<file path="config.mk">
export PLATFORM = sky130hd
export DESIGN_NAME = stim_seq_ctrl
export DESIGN_NICKNAME = d
export VERILOG_FILES = /design/src/rtl/stim_seq_ctrl.sv
export SDC_FILE = /design/constraint.sdc
export NUM_CORES = 1
export LEC_CHECK = 0
export BUFFER_PORTS_ARGS = -buffer_cell sky130_fd_sc_hd__buf_2
export CORE_AREA = 2 2 49 51
export CTS_CLUSTER_SIZE = 40
export DETAILED_ROUTE_END_ITERATION = 16
export DIE_AREA = 0 0 51 53
export HOLD_SLACK_MARGIN = 0.12
export PLACE_DENSITY = 0.79
export SYNTH_ARGS = -nofsm -noshare
export SYNTH_HDL_FRONTEND = slang
export SYNTH_SLANG_ARGS = --single-unit
</file>
<file path="constraint.sdc">
create_clock -name clk -period 4.18 [get_ports clk]
set_input_delay 0.836 -clock clk [delete_from_list [all_inputs] [get_ports clk]]
set_output_delay 0.836 -clock clk [all_outputs]
set_load 0.02 [all_outputs]
</file>
<file path="src/rtl/stim_seq_ctrl.sv">
// Timed two-line stimulus sequencer: drives a, then b after a per-pattern delay.
// Launches on a start pulse or once automatically after reset; reports busy/done/err/drop.
module stim_seq_ctrl #(
    parameter int unsigned SHORT_DLY  = 2,
    parameter int unsigned LONG_DLY   = 4,
    parameter int unsigned CNT_W      = 8,
    parameter bit          AUTO_START = 1'b1
) (
    input  logic       clk,
    input  logic       rst,
    input  logic [3:0] select,
    input  logic       start,
    output logic       a,
    output logic       b,
    output logic       busy,
    output logic       done,
    output logic       err,
    output logic       drop,
    output logic [1:0] test_id,
    output logic [7:0] seq_cnt
);

    localparam int unsigned SEQ_W = 8;

    typedef enum logic {
        IDLE = 1'b0,
        WAIT = 1'b1
    } state_t;

    state_t             state, state_nxt;
    logic [CNT_W-1:0]   cnt, cnt_nxt;
    logic               auto_pend, auto_pend_nxt;
    logic               b_tgt, b_tgt_nxt;
    logic               a_nxt, b_nxt, busy_nxt, done_nxt, err_nxt, drop_nxt;
    logic [1:0]         test_id_nxt;
    logic [SEQ_W-1:0]   seq_cnt_nxt;
    logic               launch_c;

    assign launch_c = (state == IDLE) && (start || auto_pend);

    // State and all outputs registered together
    always_ff @(posedge clk) begin
        if (rst) begin
            state     <= IDLE;
            cnt       <= '0;
            auto_pend <= AUTO_START;
            b_tgt     <= 1'b0;
            a         <= 1'b0;
            b         <= 1'b0;
            busy      <= 1'b0;
            done      <= 1'b0;
            err       <= 1'b0;
            drop      <= 1'b0;
            test_id   <= 2'd0;
            seq_cnt   <= '0;
        end else begin
            state     <= state_nxt;
            cnt       <= cnt_nxt;
            auto_pend <= auto_pend_nxt;
            b_tgt     <= b_tgt_nxt;
            a         <= a_nxt;
            b         <= b_nxt;
            busy      <= busy_nxt;
            done      <= done_nxt;
            err       <= err_nxt;
            drop      <= drop_nxt;
            test_id   <= test_id_nxt;
            seq_cnt   <= seq_cnt_nxt;
        end
    end

    // Next-state and next-output decode
    always_comb begin
        state_nxt     = state;
        cnt_nxt       = cnt;
        auto_pend_nxt = auto_pend;
        b_tgt_nxt     = b_tgt;
        a_nxt         = a;
        b_nxt         = b;
        busy_nxt      = busy;
        done_nxt      = 1'b0;
        err_nxt       = 1'b0;
        drop_nxt      = 1'b0;
        test_id_nxt   = test_id;
        seq_cnt_nxt   = seq_cnt;

        case (state)
            IDLE: begin
                if (launch_c) begin
                    auto_pend_nxt = 1'b0;
                    if (select[3:2] != 2'b00) begin
                        err_nxt = 1'b1;
                    end else begin
                        test_id_nxt = select[1:0];
                        state_nxt   = WAIT;
                        busy_nxt    = 1'b1;
                        case (select[1:0])
                            2'd0: begin
                                a_nxt     = 1'b1;
                                b_tgt_nxt = 1'b1;
                                cnt_nxt   = CNT_W'(SHORT_DLY - 1);
                            end
                            2'd1: begin
                                a_nxt     = 1'b0;
                                b_tgt_nxt = 1'b1;
                                cnt_nxt   = CNT_W'(SHORT_DLY - 1);
                            end
                            2'd2: begin
                                a_nxt     = 1'b1;
                                b_tgt_nxt = 1'b0;
                                cnt_nxt   = CNT_W'(SHORT_DLY - 1);
                            end
                            default: begin
                                a_nxt     = 1'b1;
                                b_tgt_nxt = 1'b1;
                                cnt_nxt   = CNT_W'(LONG_DLY - 1);
                            end
                        endcase
                    end
                end
            end
            WAIT: begin
                // Requests during a running sequence are discarded, not queued
                drop_nxt = start;
                if (cnt == '0) begin
                    b_nxt       = b_tgt;
                    done_nxt    = 1'b1;
                    busy_nxt    = 1'b0;
                    seq_cnt_nxt = seq_cnt + SEQ_W'(1);
                    state_nxt   = IDLE;
                end else begin
                    cnt_nxt = cnt - CNT_W'(1);
                end
            end
            default: state_nxt = IDLE;
        endcase
    end

endmodule
</file>
Yosys cells after proc, flatten, opt, wreduce, memory -nomap -nowiden:

Cells that the tools add are included.

* equal/unequal tests: 6
* add/subtract/negate cells: 2
* multiplexer cells: 17
* reductions and logical operators: 13
* bitwise operators: 3

Operator list (number)
* $mux 8: 3
* $pmux 8 s2: 1
* $mux 1: 10
* $reduce_and 3->1: 3
* $add 8x1->8 const B: 1
* $logic_not 8->1: 1
* $sub 8x1->8 const B: 1
* $ne 2x2->1 const B: 3
* $reduce_or 3->1: 2
* $pmux 1 s2: 2
* $reduce_and 2->1: 2
* $not 1->1: 3
* $eq 2x1->1 const B: 1
* $eq 2x2->1 const B: 1
* $logic_not 2->1: 1
* $mux 2: 1
* $ne 2x1->1 const B: 1
* $reduce_bool 2->1: 1
* $reduce_or 2->1: 1
* $logic_and 1x1->1: 1
* $logic_or 1x1->1: 1

* logic and storage cells: 53
* input port bits: 7
* output and inout bits: 16
* bits in registers: 27

Logic depth before layout (Yosys ltp):

Gate-level depths: netlist (run 1).

* word-level depth: 6
* gate-level depth with buffers: 8
* depth with buffers taken out: 6

Worst setup path before layout (run 1):

Ideal clock, no wire load.

* kind: input-to-reg
* start: input port select[3]
* end: register cnt[7]
* path buffers: 0
* library setup time: 0.119 ns
* slack: 2.211 ns
* data arrival time: 1.850 ns
* required time: 4.061 ns
* cell stages on the path: 4
* cells stage by stage: nor2_1 -> a21oi_1 -> or4_4 -> mux2i_1

* word-level cells in the longest chain between the ends: 3

RTL lines
* start, declared: RTL line 11 `input logic [3:0] select,`
* $reduce_bool 2->1: RTL line 91 `if (select[3:2] != 2'b00) begin`
* $ne 2x2->1 (no line)
* $reduce_and 3->1 (no line)
* end signal, assigned: RTL line 58 `cnt <= cnt_nxt;`
* end, declared: RTL line 31 `logic [CNT_W-1:0] cnt, cnt_nxt;`

No other way between the ends.
A chain may end at the register's enable or synchronous reset.

Final worst setup path (run 1):

* start: register cnt[3]
* end: register cnt[7]

* word-level cells in the longest chain between the ends: 3
* elaborated cells between the ends (all ways): 6
* those cells by class: add/sub: 1; eq/ne: 1; mux: 2; reduce/logical: 2

RTL lines (RTL line)
* $sub 8x1->8 / $logic_not 8->1 (equally long branches): 132, 125
* $mux 8 / $ne 2x2->1 (equally long branches)
* $pmux 8 s2 / $reduce_and 3->1 (equally long branches)

Several ways; a longest one is shown, not always the timed one. The select of a mux whose other input is x is not followed.

==> impl_metrics.py, run 1 <==
metrics = {
    "setup_path": {
        "crit_path_end_kind": "flop",
        "crit_top_cell": "or4_4",
        "crit_path_top_delay_cell": "nor2_1",
        "crit_family": "simple AND/OR/NAND/NOR gates",
        "rr_worst_depth": 4,
        "start_kind": "flop",
        "crit_chain": "or4_4 -> nor2_1 -> or4_4 -> mux2i_1",
        "path_max_fanout": 11,
        "cp.arrival_ps": 2350,
        "path_depth": 4,
        "slowest_delay_ps": 620,
        "worst-path-buf-inv": 0,
        "criticalPathCategory": "flop to flop",
        "worstPathRequired_ps": 4440,
    },
    "timing": {
        "drv_slew": 0,
        "slew_headroom_pct": 49.6,
        "finalSetupViolations": 0,
        "max_freq_mhz": 479,
        "finalHoldViolCount": 0,
        "worst_slew_pin_slew_ps": 753,
        "setup_tns_ps": 0,
        "min_period_over_period_pct": 50.0,
        "holdWs_ps": 463,
        "fin_skew_ps": 2.28,
        "period_minus_slack_ps": 2090,
        "rsz0062_at_grt": "false",
    },
    "floorplan": {
        "core_sq_um": 2150,
        "io-pin-count": 23,
        "dieArea_sq_um": 2700,
        "die_height_um": 53,
        "die_x_um": 51,
        "initial_utilization_pct": 55.2,
        "rows": 17,
    },
    "pwr": {
        "power_mw": 0.509,
        "powerDensity_nw_per_um2": 387,
        "ir_drop_mv": 0.228,
        "p_leak_nw": 0.551,
    },
    "place": {
        "dpl.hpwl_um": 1630,
        "gp_congestion": 0.745,
        "place.port_buffers": 22,
    },
    "global_route": {
        "grt_pass1_wl_um": 3770,
        "grt_overflow": 0,
        "grt_usage_pct": 18.8,
        "grt_pass1_vias": 923,
        "grt_antenna_before_repair": 0,
        "grt_max_degree": 24,
    },
    "yosys": {
        "synth.top_cell.area_share_pct": 45.6,
        "syn-instance-count": 136,
        "synth.distinct_cells": 31,
        "syn-num-nets": 145,
        "synthArstFlopShare_pct": 0,
        "ys_top_cells_by_area": "dfxtp_1 (46%), nor2_1 (5.7%), xnor2_1 (5.2%), mux2i_1 (5.1%), a21oi_1 (4.2%)",
        "synth_edf_count": 0,
        "ys_warn_count": 0,
        "synth_top_cell_by_area": "dfxtp_1",
        "syn_area_per_cell_sq_um": 8.71,
        "yosys_most_used_dff": "dfxtp_1",
        "ys_seq_elements": 27,
        "synthesis.area_sq_um": 1180,
        "yosysSeqAreaShare_pct": 45.6,
        "synthTopCellsByCount": "dfxtp_1 (27), nor2_1 (18), a21oi_1 (10), nand2_1 (10)",
        "synth.most_common_cell": "dfxtp_1",
    },
    "min_path": {
        "hp-class": "flop to flop",
        "min_path_cells": 2,
    },
    "route": {
        "num_vias": 983,
        "drc": 0,
        "wl_um": 2260,
        "viasPerCell": 5.40,
        "drtPass1Iterations": 4,
        "wl_per_cell_um": 12.4,
        "dr.first_iter.drc_count": 14,
        "drt.antenna.violating_nets": 0,
    },
    "layout": {
        "final_core_util_pct": 61.2,
        "areaGrowthSynthToFinish_pct": 11.0,
        "final_nets": 164,
        "antenna_cells": 0,
        "drive_above_1_share_pct": 18.8,
    },
    "run": {
        "cap_violations": 0,
    },
    "clock_tree": {
        "cts_buffer_depth": 2,
        "cts_resized": 0,
        "path_clk_slew_ps": 140,
        "cts_tree": "built",
        "clock-sinks": 27,
        "clock_latency_ps": 320,
        "cts_setup_buffers": 0,
        "cts_buffers": 3,
        "root_buffer": "clkbuf_4",
        "ctsHoldBuffers": 0,
        "cts_max_level": 1,
    },
    "outcome": {
        "outcome": "complete, no violations",
    },
}
[layout make-up]
| cell class | count | area, sq um |
|---|---|---|
| Clock buffer | 4 | 26.3 |
| Inverter | 7 | 26.3 |
| Timing Repair Buffer | 22 | 110 |
| Tap cell | 28 | 35.0 |
| Sequential cell | 27 | 541 |
| Multi-Input combinational cell | 94 | 577 |
| Fill cell | 196 | 833 |
[worst min-delay path, cell delays in order (launching register included)]
cell and delay, ps:
dfxtp_1 330, nand2_1 50, a21oi_1 50
[flip-flops by register name, indices dropped and copies added, names as in the netlist]
| name | flops |
|---|---|
| done | 1 |
| b_tgt | 1 |
| state | 1 |
| busy | 1 |
| err | 1 |
| cnt | 8 |
| test_id | 2 |
| auto_pend | 1 |
| a | 1 |
| seq_cnt | 8 |
| b | 1 |
| drop | 1 |
[placed cells by master (no fill, tap or decap), drive strengths merged]
| cell type | n |
|---|---|
| a21o | 2 |
| a21oi | 10 |
| a311oi | 3 |
| a31oi | 1 |
| and3 | 1 |
| buf | 22 |
| clkbuf | 4 |
| dfxtp | 27 |
| ha | 2 |
| inv | 7 |
| mux2i | 6 |
| nand2 | 10 |
| nand2b | 4 |
| nand3 | 3 |
| nand3b | 1 |
| nand4 | 2 |
| nand4bb | 1 |
| nor2 | 18 |
| nor3 | 7 |
| nor4 | 5 |
| nor4b | 1 |
| o21ai | 1 |
| o31ai | 1 |
| or2 | 3 |
| or3 | 1 |
| or4 | 4 |
| xnor2 | 7 |
[path summary, 6_finish.rpt]
check | start | to | slack, ps
worst max-delay path | cnt[3] | cnt[7] | 2090
worst max register to register | cnt[3] | cnt[7] | 2090
worst min-delay path | b | b | 460
worst min register to register | b | b | 460
[metal layers]
metal	routed length [um]	part of all wire [%]	global-route usage, %	vias to the layer above
met2	1110	49	32.5	20
met5	0	0	0	-
met4	40	1.8	9.46	0
li1	-	-	-	506
met1	1040	46	22.2	452
met3	79	3.5	3.67	5
[power breakdown]
group	switching, mW	internal (mW)
sequential	0.0151	0.275
combinational	0.0620	0.0444
clock	0.0746	0.0375
[metrics by stage]
step                setup WS [ps]  instances  cell area (sq um)
global route                 1940        182               1320
floorplan                    2210        136               1180
global placement             2010        178               1290
CTS                          2110        182               1320
detailed placement           1910        178               1290
finish                       2090        182               1320
[cells by family (layout without fill, tap and decap cells)]
logic type | after synthesis | count (layout) | synth area share, %
AND/OR/NAND/NOR | 61 | 61 | 27.0
flip-flops | 27 | 27 | 45.6
AO/OA/AOI/OAI | 18 | 18 | 9.29
buffers and inverters | 15 | 33 | 5.70
XOR/XNOR | 7 | 7 | 5.17
multiplexers | 6 | 6 | 5.07
adder cells (fa/ha/maj) | 2 | 2 | 2.11
(Power assumes the default switching activity.)
==> run 2: changes to the inputs <==
--- a/config.mk
+++ b/config.mk
@@ -6,12 +6,12 @@
 export NUM_CORES = 1
 export LEC_CHECK = 0
 export BUFFER_PORTS_ARGS = -buffer_cell sky130_fd_sc_hd__buf_2
-export CORE_AREA = 2 2 49 51
+export CORE_AREA = 2 2 51 53
 export CTS_CLUSTER_SIZE = 40
 export DETAILED_ROUTE_END_ITERATION = 16
-export DIE_AREA = 0 0 51 53
+export DIE_AREA = 0 0 53 55
 export HOLD_SLACK_MARGIN = 0.12
-export PLACE_DENSITY = 0.79
+export PLACE_DENSITY = 0.74
 export SYNTH_ARGS = -nofsm -noshare
 export SYNTH_HDL_FRONTEND = slang
 export SYNTH_SLANG_ARGS = --single-unit
==> constraint.sdc (replaced) <==
create_clock -name clk -period 2 [get_ports clk]
set_input_delay 0.4 -clock clk [delete_from_list [all_inputs] [get_ports clk]]
set_output_delay 0.4 -clock clk [all_outputs]
set_load 0.02 [all_outputs]
==> impl_metrics.py, run 2 (synthesis gave the netlist of run 1 again) <==
metrics = {
    "floorplan": {
        "die_height_um": 55,
        "io-pin-count": 23,
        "die_x_um": 53,
        "dieArea_sq_um": 2920,
        "rows": 18,
        "core_sq_um": 2360,
        "initial_utilization_pct": 50.1,
    },
    "timing": {
        "worst_slack_ps": 229,
        "max_freq_mhz": 565,
        "holdWs_ps": 287,
        "fin_skew_ps": 10.6,
        "setup_tns_ps": 0,
        "finalSetupViolations": 0,
        "worst_slew_pin_slew_ps": 432,
        "finalHoldViolCount": 0,
        "rsz0062_at_grt": "false",
        "min_period_over_period_pct": 88.5,
        "drv_slew": 0,
        "slew_headroom_pct": 70.9,
        "period_minus_slack_ps": 1770,
    },
    "layout": {
        "antenna_cells": 0,
        "final_cell_mix": "dfxtp_1 (27), buf_2 (22), nor2_1 (18)",
        "final_common_cell": "dfxtp_1",
        "areaGrowthSynthToFinish_pct": 15.3,
        "final_nets": 170,
        "top_regs": "cnt x8, seq_cnt x8, test_id x2",
        "drive_above_1_share_pct": 22.5,
    },
    "setup_path": {
        "worstReg2RegStart": "cnt[0]",
        "cp-startpoint": "cnt[0]",
        "start_kind": "flop",
        "path_max_fanout": 8,
        "cp.arrival_ps": 2000,
        "criticalPathCategory": "flop to flop",
        "crit_path_end_kind": "flop",
        "ff2ff_setup_slack_ps": 230,
        "worstPathRequired_ps": 2230,
    },
    "global_route": {
        "grt_usage_pct": 18.5,
        "grt_max_degree": 24,
        "grt_pass1_vias": 948,
        "grt_overflow": 0,
        "grt_pass1_wl_um": 3960,
        "grt_antenna_before_repair": 0,
    },
    "clock_tree": {
        "root_buffer": "clkbuf_4",
        "ctsHoldBuffers": 0,
        "cts_setup_buffers": 0,
        "cts_tree": "built",
        "cts_max_level": 1,
        "clock_latency_ps": 330,
        "cts_resized": 0,
        "path_clk_slew_ps": 150,
        "cts_buffers": 3,
        "cts_buffer_depth": 2,
        "clock-sinks": 27,
    },
    "route": {
        "drt.antenna.violating_nets": 0,
        "dr.first_iter.drc_count": 23,
        "num_vias": 1054,
        "drtPass1Iterations": 4,
        "wl_per_cell_um": 13.1,
        "drc": 0,
        "wl_um": 2490,
        "viasPerCell": 5.55,
    },
    "pwr": {
        "powerDensity_nw_per_um2": 798,
        "power_mw": 1.09,
        "p_leak_nw": 0.580,
        "ir_drop_mv": 0.499,
    },
    "outcome": {
        "outcome": "complete, no violations",
    },
    "place": {
        "dpl_worst_slack_ps": 250,
        "dpl.hpwl_um": 1850,
        "gp_congestion": 0.827,
        "place.port_buffers": 22,
    },
    "min_path": {
        "hold_start": "select[1]",
        "hp-class": "input pin to flop",
    },
    "run": {
        "cap_violations": 0,
    },
}
run 2: cell count changes in the layout (fill, tap and decap cells not counted):
cell and delta:
clkbuf_1 -1, buf_4 +6, clkinvlp_4 +1
run 2: cell type report:
type / count / area, sq um
inverters: 7 / 26.3
flip-flops and latches: 27 / 541
multi-input cells: 94 / 577
fillers: 234 / 998
well taps: 30 / 37.5
clock buffers: 3 / 22.5
repair buffers: 28 / 155
clock inverters: 1 / 7.51
run 2: critical path: stages, from the launching register on:
cell       delay [ps]
dfxtp_1           400
inv_1              60
ha_1              220
nand4bb_1         130
nor2_1             70
buf_4             160
or4_4             510
mux2i_1           130
run 2: through the flow:
| step | utilization, % | area (sq um) | instances |
|---|---|---|---|
| floorplan | - | 1180 | 136 |
| global placement | 56.5 | 1340 | 186 |
| detailed placement | 56.5 | 1340 | 186 |
| CTS | 57.8 | 1370 | 190 |
| global route | 57.8 | 1370 | 190 |
| finish | 57.8 | 1370 | 190 |
run 2: path summary, 6_finish.rpt:
check,to,cells past startpoint
setup / recovery,cnt[7],7
hold / removal,b_tgt,2
setup reg to reg,cnt[7],7
hold reg to reg,b,2
run 2: power breakdown:
group	internal, mW	switching (mW)
Sequential	0.575	0.0326
Clock	0.0765	0.167
Combinational	0.105	0.133
run 2: metal layers:
layer	wire (um)	part of all wire (%)	GRT usage, %
met1	1080	43	19.7
met2	1300	52	36.9
met5	0	0	0
met3	94	3.8	2.42
met4	15	0.60	7.26
==> run 3: changes to the inputs <==
--- a/config.mk
+++ b/config.mk
@@ -7,6 +7,7 @@
 export LEC_CHECK = 0
 export BUFFER_PORTS_ARGS = -buffer_cell sky130_fd_sc_hd__buf_2
 export CORE_AREA = 2 2 51 53
+export CTS_BUF_LIST = sky130_fd_sc_hd__clkbuf_16
 export CTS_CLUSTER_SIZE = 40
 export DETAILED_ROUTE_END_ITERATION = 16
 export DIE_AREA = 0 0 53 55
==> impl_metrics.py, run 3 (synthesis gave the netlist of run 1 again) <==
metrics = {
    "outcome": {
        "outcome": "complete, no violations",
    },
    "layout": {
        "final_core_util_pct": 60.0,
        "antenna_cells": 0,
        "areaGrowthSynthToFinish_pct": 19.7,
        "drive_above_1_share_pct": 22.5,
        "top_regs": "cnt x8, seq_cnt x8, test_id x2",
        "final_nets": 170,
        "layout.cells.non_filler": 190,
        "final_cell_mix": "dfxtp_1 (27), buf_2 (22), nor2_1 (18)",
        "final_common_cell": "dfxtp_1",
    },
    "route": {
        "viasPerCell": 5.51,
        "num_vias": 1046,
        "drtPass1Iterations": 5,
        "wl_um": 2590,
        "dr.first_iter.drc_count": 14,
        "drc": 0,
        "drt.antenna.violating_nets": 0,
        "wl_per_cell_um": 13.6,
    },
    "timing": {
        "min_period_over_period_pct": 89.5,
        "holdWs_ps": 373,
        "worst_slew_pin_slew_ps": 475,
        "rsz0062_at_grt": "false",
        "setup_tns_ps": 0,
        "fin_skew_ps": 3.13,
        "worst_slack_ps": 209,
        "finalSetupViolations": 0,
        "finalHoldViolCount": 0,
        "drv_slew": 0,
        "period_minus_slack_ps": 1790,
        "max_freq_mhz": 558,
        "slew_headroom_pct": 68.0,
    },
    "setup_path": {
        "worst-path-buf-inv": 2,
        "path_max_fanout": 8,
        "crit_chain": "inv_1 -> ha_1 -> nand4bb_1 -> nor2_1 -> buf_4 -> or4_4 -> mux2i_1",
        "crit_path_top_delay_cell": "or4_4",
        "slowest_delay_ps": 510,
        "criticalPathCategory": "flop to flop",
        "crit_family": "simple AND/OR/NAND/NOR gates",
        "cp.arrival_ps": 1940,
        "worstPathRequired_ps": 2150,
        "crit_path_end_kind": "flop",
        "start_kind": "flop",
    },
    "place": {
        "place.port_buffers": 22,
        "dp_cells": 186,
        "dpl.hpwl_um": 1850,
        "gp_congestion": 0.827,
        "dpl_worst_slack_ps": 250,
    },
    "clock_tree": {
        "cts_buffer_depth": 2,
        "clock-sinks": 27,
        "cts_max_level": 1,
        "path_clk_slew_ps": 70,
        "cts_buffers": 3,
        "cts_setup_buffers": 0,
        "cts_tree": "built",
        "clock_latency_ps": 260,
        "root_buffer": "clkbuf_16",
        "ctsHoldBuffers": 0,
        "cts_resized": 0,
    },
    "pwr": {
        "ir_drop_mv": 0.466,
        "powerDensity_nw_per_um2": 924,
        "p_leak_nw": 0.603,
    },
    "global_route": {
        "grt_pass1_vias": 972,
        "grt_antenna_before_repair": 0,
        "grt_usage_pct": 19.8,
        "grt_overflow": 0,
        "grt_max_degree": 24,
        "grt_pass1_wl_um": 4150,
    },
    "min_path": {
        "hp-class": "input pin to flop",
    },
    "floorplan": {
        "die_x_um": 53,
        "dieArea_sq_um": 2920,
        "initial_utilization_pct": 50.1,
        "die_height_um": 55,
        "core_sq_um": 2360,
        "rows": 18,
        "io-pin-count": 23,
    },
    "run": {
        "cap_violations": 0,
    },
}
[run 3: cell counts in the layout (fill, tap and decap cells not counted)]
Identical to the previous run, type by type.
[run 3: worst register-to-register path, cell delays in order, from the launching register on]
cell       delay, ps
dfxtp_1          370
inv_1             70
ha_1             240
nand4bb_1        140
nor2_1            70
buf_4            160
or4_4            510
mux2i_1          130
[run 3: layout make-up]
cell class	count	area, sq um
fill	224	946
multi-input combinational	94	577
sequential	27	541
timing repair buffer	28	155
clock buffer	3	75.1
tap	30	37.5
inverter	7	26.3
clock inverter	1	7.51
[run 3: final timing paths]
kind              startpoint  endpoint  slack, ps  cells past startpoint
setup / recovery      cnt[0]    cnt[7]        210                      7
hold / removal     select[1]     b_tgt        370                      2
setup reg to reg      cnt[0]    cnt[7]        210                      7
hold reg to reg            b         b        460                      2
[run 3: metal layers]
layer / up-vias / track usage, % / share of wire [%]
met5: - / 0 / 0
met4: 0 / 9.83 / 1.4
met3: 4 / 3.23 / 2.8
met2: 26 / 39.4 / 52
met1: 500 / 19.9 / 44
li1: 516 / - / -
[run 3: per-stage QoR]
stage | power (mW) | instance area (sq um)
6_report | 1.31 | 1420
5_1_grt | 1.36 | 1420
2_1_floorplan | 0.804 | 1180
3_3_place_gp | 0.843 | 1340
3_5_place_dp | 0.856 | 1340
4_1_cts | 1.32 | 1420
[run 3: power breakdown]
group / internal [mW] / switching, mW
sequential: 0.575 / 0.0328
combinational: 0.106 / 0.136
clock: 0.272 / 0.189
total: 0.953 / 0.358
